==> config.mk <==
export PLATFORM = sky130hd
export DESIGN_NAME = instruction_fetch_unit
export DESIGN_NICKNAME = d
export VERILOG_FILES = /design/src/rtl/instruction_fetch_unit_pkg.sv /design/src/rtl/instruction_fetch_unit_hold.sv /design/src/rtl/instruction_fetch_unit.sv
export SDC_FILE = /design/constraint.sdc
export NUM_CORES = 1
export LEC_CHECK = 0
export BUFFER_PORTS_ARGS = -buffer_cell sky130_fd_sc_hd__buf_2
export CAP_MARGIN = 40
export CELL_PAD_IN_SITES_DETAIL_PLACEMENT = 2
export CELL_PAD_IN_SITES_GLOBAL_PLACEMENT = 2
export CORE_UTILIZATION = 33
export CTS_CLUSTER_DIAMETER = 50
export DETAILED_ROUTE_END_ITERATION = 7
export GPL_TIMING_DRIVEN = 0
export PLACE_DENSITY_LB_ADDON = 0.1
export SLEW_MARGIN = 25
export SYNTH_ARGS = -nofsm -noshare
export SYNTH_HDL_FRONTEND = slang
export SYNTH_SLANG_ARGS = --single-unit
==> constraint.sdc <==
create_clock -name Clk -period 3.95 [get_ports Clk]
set_input_delay 0.1975 -clock Clk [delete_from_list [all_inputs] [get_ports Clk]]
set_output_delay 0.1975 -clock Clk [all_outputs]
set_load 0.01 [all_outputs]
==> src/rtl/instruction_fetch_unit_pkg.sv <==
// Shared types and constants for the instruction fetch stage.
package instruction_fetch_unit_pkg;

    localparam int unsigned XLEN       = 32;
    localparam int unsigned INSTR_STEP = 4;

    localparam logic [XLEN-1:0] NOP_INSTR = 32'h0000_0000;

    typedef enum logic [1:0] {
        IDLE  = 2'd0,
        FETCH = 2'd1,
        HOLD  = 2'd2,
        DRAIN = 2'd3
    } ifu_state_e;

    // Fetched word travelling with the PC it was read from.
    typedef struct packed {
        logic [XLEN-1:0] instr;
        logic [XLEN-1:0] pc;
    } fetch_word_t;

    function automatic logic [XLEN-1:0] word_align(input logic [XLEN-1:0] addr);
        return addr & ~XLEN'(3);
    endfunction

endpackage

==> src/rtl/instruction_fetch_unit_hold.sv <==
// fetch_hold_buffer: output register plus one-entry hold register that parks
// a word returned while the output is stalled; flush empties both.
module fetch_hold_buffer
    import instruction_fetch_unit_pkg::*;
#(
    parameter logic [XLEN-1:0] RESET_PC = 32'h0000_0000
) (
    input  logic            clk,
    input  logic            rst_n,
    input  logic            stall,
    input  logic            flush,
    input  logic            push,
    input  fetch_word_t     push_word,
    output logic [XLEN-1:0] instruction,
    output logic [XLEN-1:0] instr_pc,
    output logic [XLEN-1:0] pc_plus4,
    output logic            instr_valid
);

    fetch_word_t hold_word;
    logic        hold_valid;

    always_ff @(posedge clk or negedge rst_n) begin
        if (!rst_n) begin
            hold_word   <= '{instr: NOP_INSTR, pc: RESET_PC};
            hold_valid  <= 1'b0;
            instruction <= NOP_INSTR;
            instr_pc    <= RESET_PC;
            pc_plus4    <= RESET_PC + XLEN'(INSTR_STEP);
            instr_valid <= 1'b0;
        end else if (flush) begin
            hold_valid  <= 1'b0;
            instr_valid <= 1'b0;
            instruction <= NOP_INSTR;
        end else if (hold_valid) begin
            // Parked word replaces the current one once it is consumed.
            if (!stall) begin
                instruction <= hold_word.instr;
                instr_pc    <= hold_word.pc;
                pc_plus4    <= hold_word.pc + XLEN'(INSTR_STEP);
                instr_valid <= 1'b1;
                hold_valid  <= 1'b0;
            end
        end else if (push) begin
            if (!instr_valid || !stall) begin
                instruction <= push_word.instr;
                instr_pc    <= push_word.pc;
                pc_plus4    <= push_word.pc + XLEN'(INSTR_STEP);
                instr_valid <= 1'b1;
            end else begin
                hold_word  <= push_word;
                hold_valid <= 1'b1;
            end
        end else if (instr_valid && !stall) begin
            instr_valid <= 1'b0;
            instruction <= NOP_INSTR;
        end
    end

endmodule

==> src/rtl/instruction_fetch_unit.sv <==
// Fetch stage: PC, req/ack instruction-memory FSM, branch redirect/drain.
// Optional IFETCH_PERF_COUNT_EN adds FetchCount/StallCount outputs.
module instruction_fetch_unit
    import instruction_fetch_unit_pkg::*;
#(
    parameter logic [XLEN-1:0] RESET_PC = 32'h0000_0000
) (
    input  logic            Clk,
    input  logic            Rst,
    input  logic            Stall,
    input  logic            PCSrc,
    input  logic [XLEN-1:0] BranchTarget,
    output logic            IMemReq,
    output logic [XLEN-1:0] IMemAddr,
    input  logic            IMemAck,
    input  logic [XLEN-1:0] IMemData,
    output logic [XLEN-1:0] Instruction,
    output logic [XLEN-1:0] InstrPC,
    output logic [XLEN-1:0] PCPlus4,
`ifdef IFETCH_PERF_COUNT_EN
    output logic [XLEN-1:0] FetchCount,
    output logic [XLEN-1:0] StallCount,
`endif
    output logic            InstrValid
);

    ifu_state_e      state;
    logic [XLEN-1:0] pc;
    logic [XLEN-1:0] pc_inc_c;
    logic [XLEN-1:0] target_c;
    logic            ack_c;
    logic            slot_free_c;
    logic            push_c;
    fetch_word_t     push_word_c;

    assign pc_inc_c    = pc + XLEN'(INSTR_STEP);
    assign target_c    = word_align(BranchTarget);
    assign ack_c       = IMemReq & IMemAck;
    assign slot_free_c = !InstrValid || !Stall;
    assign push_c      = (state == FETCH) && ack_c && !PCSrc;
    assign push_word_c = '{instr: IMemData, pc: IMemAddr};

    // Request outputs are registered so IMemAck never reaches IMemReq combinationally.
    always_ff @(posedge Clk or negedge Rst) begin
        if (!Rst) begin
            state    <= IDLE;
            pc       <= RESET_PC;
            IMemReq  <= 1'b0;
            IMemAddr <= RESET_PC;
        end else if (PCSrc) begin
            pc <= target_c;
            if (IMemReq && !ack_c) begin
                state <= DRAIN;
            end else begin
                state    <= FETCH;
                IMemReq  <= 1'b1;
                IMemAddr <= target_c;
            end
        end else begin
            case (state)
                IDLE: begin
                    state    <= FETCH;
                    IMemReq  <= 1'b1;
                    IMemAddr <= pc;
                end
                FETCH: begin
                    if (ack_c) begin
                        pc <= pc_inc_c;
                        if (slot_free_c) begin
                            IMemAddr <= pc_inc_c;
                        end else begin
                            state   <= HOLD;
                            IMemReq <= 1'b0;
                        end
                    end
                end
                HOLD: begin
                    if (!Stall) begin
                        state    <= FETCH;
                        IMemReq  <= 1'b1;
                        IMemAddr <= pc;
                    end
                end
                DRAIN: begin
                    if (ack_c) begin
                        state    <= FETCH;
                        IMemAddr <= pc;
                    end
                end
            endcase
        end
    end

    fetch_hold_buffer #(
        .RESET_PC(RESET_PC)
    ) u_hold (
        .clk        (Clk),
        .rst_n      (Rst),
        .stall      (Stall),
        .flush      (PCSrc),
        .push       (push_c),
        .push_word  (push_word_c),
        .instruction(Instruction),
        .instr_pc   (InstrPC),
        .pc_plus4   (PCPlus4),
        .instr_valid(InstrValid)
    );

`ifdef IFETCH_PERF_COUNT_EN
    // Output loads come from a direct push into a free slot or a hold release.
    always_ff @(posedge Clk or negedge Rst) begin
        if (!Rst) begin
            FetchCount <= '0;
            StallCount <= '0;
        end else begin
            if ((push_c && slot_free_c) || (state == HOLD && !Stall && !PCSrc))
                FetchCount <= FetchCount + XLEN'(1);
            if (InstrValid && Stall)
                StallCount <= StallCount + XLEN'(1);
        end
    end
`endif

endmodule

# Yosys cells after proc, flatten, opt, wreduce, memory -nomap -nowiden
# Index checks and enable logic that the tools add are counted.
[op_classes] reduce_logical=23 n_bitwise=4 eq_ne=12 add_sub_neg=3 n_mux=47
[ops] op="32-bit 2-to-1 mux" count=23
[ops] op="32-bit case mux with 4 select lines" count=1
[ops] op="32-bit by 3-bit adder with 32-bit output (second input constant)" count=3
[ops] op="3-bit != test (second input constant)" count=6
[ops] op="1-bit 2-to-1 mux" count=15
[ops] op="2-bit 2-to-1 mux" count=6
[ops] op="4-bit AND reduction" count=3
[ops] op="5-bit AND reduction" count=2
[ops] op="2-bit case mux with 4 select lines" count=1
[ops] op="2-bit nonzero test" count=4
[ops] op="4-bit nonzero test" count=2
[ops] op="2-bit == test (second input constant)" count=2
[ops] op="1-bit logical AND" count=4
[ops] op="1-bit zero test" count=4
[ops] op="2-bit != test (second input constant)" count=2
[ops] op="4-bit by 3-bit != test with 1-bit output (second input constant)" count=1
[ops] op="1-bit inverter" count=3
[ops] op="1-bit case mux with 3 select lines" count=1
[ops] op="3-bit AND reduction" count=1
[ops] op="2-bit by 1-bit == test with 1-bit output (second input constant)" count=1
[ops] op="2-bit zero test" count=1
[ops] op="2-bit AND reduction" count=1
[ops] op="1-bit AND" count=1
[ops] op="1-bit logical OR" count=1
[totals] elab_cells=100 regBits=229 output_inout_bits=130 inputBits=69

# Depth between registers and ports, before layout
[logic_depth] depth_word=6 depth_mapped=11 mapped_depth_nobuf=7

# Cells and area by module
# Synthesis repeated with hierarchy kept, for this count alone.
[hier_totals] cells_unflattened=1157 hier_area_um2=11509.8
[by_module_without_submodules] mod="fetch_hold_buffer" seq_area_each_um2=4005.1 area_each_um2=7465.9 cells_per_inst=688 n_inst=1
[by_module_without_submodules] mod="instruction_fetch_unit" seq_area_each_um2=1601.5 area_each_um2=4043.9 cells_per_inst=469 n_inst=1

# Worst setup path before layout
# OpenSTA, ideal clock, no wires.
[synth_path] path_type="register to register" startpoint="reg u_hold.hold_valid" endpoint="reg u_hold.pc_plus4[30]" required_ns=3.855 path_slack_ns=0.876 t_arrival_ns=2.978 setup_time_ns=0.095 period_less_slack_ns=3.074 path_stages_with_launch=12 path_buffers=4 cell_sequence="dfrtp_1 buf_2 buf_2 buf_2 buf_1 mux2_2 ha_1 nand4b_1 a22oi_1 nand4_2 o31a_1 o31ai_1"
[synth_between] elab_chain_len=2 elab_cells_between_ends=5 cone_classes="1 x eq/ne; 1 x mux; 3 x reduce/logical"
[synth_rtl] item="start: declaration" line_no="instruction_fetch_unit_hold.sv:21" rtl="logic hold_valid;"
[synth_rtl] item="start signal: assignment" line_no="instruction_fetch_unit_hold.sv:26" rtl="hold_valid <= 1'b0;"
[synth_rtl] item="start signal: assignment" line_no="instruction_fetch_unit_hold.sv:32" rtl="hold_valid <= 1'b0;"
[synth_rtl] item="start signal: assignment" line_no="instruction_fetch_unit_hold.sv:42" rtl="hold_valid <= 1'b0;"
[synth_rtl] item="2-bit != test (no line) / 2-bit nonzero test (equally long branches)"
[synth_rtl] item="4-bit AND reduction (no line)"
[synth_rtl] item="end signal: assignment" line_no="instruction_fetch_unit_hold.sv:29" rtl="pc_plus4 <= RESET_PC + XLEN'(INSTR_STEP);"
[synth_rtl] item="end signal: assignment" line_no="instruction_fetch_unit_hold.sv:40" rtl="pc_plus4 <= hold_word.pc + XLEN'(INSTR_STEP);"
[synth_rtl] item="end signal: assignment" line_no="instruction_fetch_unit_hold.sv:48" rtl="pc_plus4 <= push_word.pc + XLEN'(INSTR_STEP);"
[synth_rtl] item="end: declaration" line_no="instruction_fetch_unit_hold.sv:16" rtl="output logic [XLEN-1:0] pc_plus4,"
# Parallel ways exist; a longest one is shown, timed or not.
# A chain may end at the register's enable or synchronous reset.

# Worst setup path after layout
# Ends and elaborated chain as after synthesis.

==> flow_metrics.py <==
metrics = {
    "worst_setup_path": {
        "crit_family": "compound AO/OA/AOI/OAI gates",
        "crit_end": "u_hold.pc_plus4[30]",
        "crit_slowest_cell": "buf_2",
        "startpoint": "u_hold.hold_valid",
        "crit_arrival_ns": 4.03,
        "r2r-end": "u_hold.pc_plus4[30]",
        "cp.required_ns": 4.37,
        "startpoint_type": "flop",
        "critPathKind": "flop to flop",
        "path_cells": "buf_2 -> buf_2 -> buf_2 -> mux2_2 -> ha_1 -> nand4b_1 -> a22oi_2 -> nand4_2 -> o31a_1 -> o31ai_1",
        "reg2reg_slack_ns": 0.34,
        "path_buf_inv": 3,
        "reg2reg_depth": 10,
        "cpPeakStageDelay_ns": 0.46,
        "cp_common_cell": "buf_2",
        "worstSetupPathDepth": 10,
        "r2r-start": "u_hold.hold_valid",
        "cp-end-kind": "flop",
        "cp_max_fo": 19,
    },
    "layout": {
        "final_area_um2": 14500,
        "fillers": 3589,
        "seq_area_um2": 5560,
        "drive_gt1_share_pct": 26.9,
        "diodes": 0,
        "area_growth_pct": 29.7,
        "nets": 1454,
        "multi_input_area_um2": 5260,
        "fin_util_pct": 44.0,
    },
    "yosys": {
        "yosysWarningCount": 0,
        "synth_area_leaders": "dfrtp_1 (50%), mux2_2 (7.7%), nand2_1 (5.3%)",
        "syn-num-nets": 1165,
        "synthSimpleGateAreaFrac_pct": 15.7,
        "synthXorXnorAreaFrac_pct": 5.42,
        "synthMuxAreaShare_pct": 11.5,
        "ys_seq_elements": 222,
        "ys_seq_area_share_pct": 49.9,
        "synth_cell_types": 64,
        "netlist_area_um2": 11100,
        "synth_top_family_by_area": "simple AND/OR/NAND/NOR gates",
        "synth-edff-count": 0,
        "synth_fa_ha_area_share_pct": 0.674,
        "syn_inst": 1090,
        "synth_top_cell_area_share_pct": 49.6,
        "synth_compound_area_share_pct": 13.7,
        "yosysTopAreaCell": "dfrtp_1",
        "async_flop_share_pct": 100,
        "avgSynthCellArea_um2": 10.2,
        "synth_ff_type": "dfrtp_1",
    },
    "sta": {
        "fin_skew_ns": 0.0196,
        "whs_ns": 0.0161,
        "final_hold_viol_count": 0,
        "timing.setup.tns_ns": 0,
        "max_freq_mhz": 277,
        "slew_viol_final": 0,
        "rsz0062_at_grt": "false",
        "max-slew-margin-rel_pct": 41.8,
        "period_minus_slack_ns": 3.61,
        "worstMarginPinSlew_ns": 0.874,
        "finalSetupViolCount": 0,
        "fin_crit_sh_pct": 91.4,
    },
    "die": {
        "fp.dieW_um": 186,
        "die_h_um": 186,
        "num_rows": 66,
        "coreArea_um2": 32900,
        "io_pins": 199,
        "start_util_pct": 33.9,
        "die_area_um2": 34500,
    },
    "clocking": {
        "cts_tree": "built",
        "clk_path_buf_depth": 3,
        "numCtsBuffers": 34,
        "root_buffer": "clkbuf_16",
        "clk_pin_slew_ns": 0.06,
        "h-tree-depth": 2,
        "clk_latency_ns": 0.51,
        "clkSinkCount": 222,
        "cts_setup_buffers": 0,
    },
    "grt": {
        "grt_pass1_wl_um": 63600,
        "first_global_vias": 10600,
        "track_usage_pct": 24.2,
        "antenna_found_initial": 0,
        "grt_max_degree": 84,
        "grt.overflow.total": 0,
    },
    "power": {
        "intPower_mw": 5.63,
        "powerDensity_nw_per_um2": 591,
        "switching_share_pct": 34.1,
        "switchingPower_mw": 2.91,
        "power_mw": 8.54,
        "p_comb_share_pct": 24.1,
        "pwr-share-clk_pct": 35.1,
        "ir_drop_uv": 234,
        "power_leakage_nw": 6.41,
        "p_seq_share_pct": 40.7,
    },
    "routing": {
        "dr.pass1.iters": 4,
        "vias": 9748,
        "drc": 0,
        "vias_per_cell": 5.28,
        "drtIter0Drc": 406,
        "wirelength_um": 40800,
        "wl_per_cell_um": 22.1,
        "drtAntennaViolNets": 0,
    },
    "place": {
        "place_congestion": 0.800,
        "port_buffers": 196,
        "place_area_um2": 12800,
        "dp_hpwl_um": 29700,
    },
    "outcome": {
        "status": "finished, final reports clean",
    },
    "min_path": {
        "min_path_type": "primary input to flop",
    },
    "job": {
        "drv_cap": 0,
    },
}
==> area by class of cell <==
cell class	count	area share, %
inverter	6	0.156
clock buffer	42	6.51
multi-input combinational	787	36.4
clock inverter	19	1.35
sequential	222	38.4
timing repair buffer	254	11.1
tap	442	3.83
buffer	74	2.27
==> sequential cells by signal, summed over array words and instances (netlist names) <==
| name | count |
|---|---|
| IMemAddr | 31 |
| IMemReq | 1 |
| pc | 30 |
| state | 2 |
| u_hold.hold_valid | 1 |
| u_hold.hold_word | 63 |
| u_hold.instr_pc | 30 |
| u_hold.instr_valid | 1 |
| u_hold.instruction | 32 |
| u_hold.pc_plus4 | 31 |
==> kinds of logic (layout without fill, tap and decap cells) <==
group	count (synthesis)	count (layout)
mux	118	118
buf+inv	81	395
fa+ha+maj	6	6
simple gates	355	355
flops	222	222
xor+xnor	69	69
compound gates	239	239
==> per-layer routing <==
metal	vias to the layer above	global-route usage [%]	part of all wire, %	wire [µm]
li1	4516	-	-	-
met1	4976	33.0	46	18600
met2	206	40.5	48	19700
met3	50	3.35	4.6	1880
met4	0	5.34	1.5	630
met5	-	0	0	0
==> timing repair <==
item | CTS | global route
endpoints found under the setup margin | 9 | 4
hold buffers | 51 | 0
endpoints found under the hold margin | 140 | 0
resized for setup | 0 | 1
==> layout by cell type (no fill, tap or decap), types with 7 or more instances in the layout <==
cell type      Yosys  final
nor2_1            41     41
nand3_1           36     36
dfrtp_1          221    221
nand2b_1          10     10
a21oi_1           23     23
nor3_1            22     22
mux2_2            76     76
nand2_1          158    158
xor2_1            30     30
a211oi_1           9      9
nand4b_1           9      9
mux2i_1           36     36
buf_2             21    217
clkbuf_1          42     44
nand4_1           32     32
clkbuf_16          0     34
a21boi_0           8      8
a22oi_1           41     40
xnor2_1           39     39
and3_1             7      7
dlygate4sd3_1      0     51
o21ai_0           99     99
o31ai_1           10     10
==> stage by stage <==
stage                     worst slack [ns]  instances
after floorplan                      0.876       1090
after global placement               -1.61       1728
after detailed placement            -0.411       1734
after CTS                           0.0420       1845
after global routing                0.0555       1846
final                                0.340       1846
==> how the worst min path moves through the flow <==
stage | to | cells after the start | from
floorplan | IMemAddr[10] | 0 | Rst
global placement | u_hold.hold_word[63] | 2 | IMemData[31]
detailed placement | u_hold.pc_plus4[9] | 1 | Rst
CTS | pc[3] | 3 | BranchTarget[3]
global route | pc[29] | 2 | BranchTarget[29]
finish | pc[3] | 3 | BranchTarget[3]
==> worst reg2reg max path, cell delays in order (launching register included) <==
cell	delay (ns)
dfrtp_1	0.32
buf_2	0.23
buf_2	0.31
buf_2	0.47
mux2_2	0.30
ha_1	0.26
nand4b_1	0.18
a22oi_2	0.43
nand4_2	0.38
o31a_1	0.40
o31ai_1	0.22
==> power groups by stage <==
stage | sequential [mW] | clock [mW] | combinational [mW]
2_1_floorplan | 3.50 | 0 | 0.993
3_3_place_gp | 3.48 | 0 | 1.93
3_5_place_dp | 3.52 | 0 | 2.03
4_1_cts | 3.48 | 3.08 | 2.10
5_1_grt | 3.57 | 3.17 | 2.30
6_report | 3.48 | 3.00 | 2.06
==> Yosys cell counts, drive strengths merged, types with 7 or more instances <==
| cell | instances |
|---|---|
| nor4 | 9 |
| nand2b | 10 |
| o31ai | 10 |
| a21boi | 8 |
| a22oi | 41 |
| mux2i | 36 |
| mux2 | 82 |
| a221oi | 7 |
| clkbuf | 43 |
| buf | 32 |
| nand2 | 158 |
| dfrtp | 221 |
| xor2 | 30 |
| o21ai | 99 |
| a211oi | 9 |
| nor2 | 41 |
| nor3 | 22 |
| xnor2 | 39 |
| and3 | 8 |
| nand4 | 34 |
| nand3 | 37 |
| a21oi | 23 |
| nand4b | 9 |
Power figures use the tool's default switching activity.
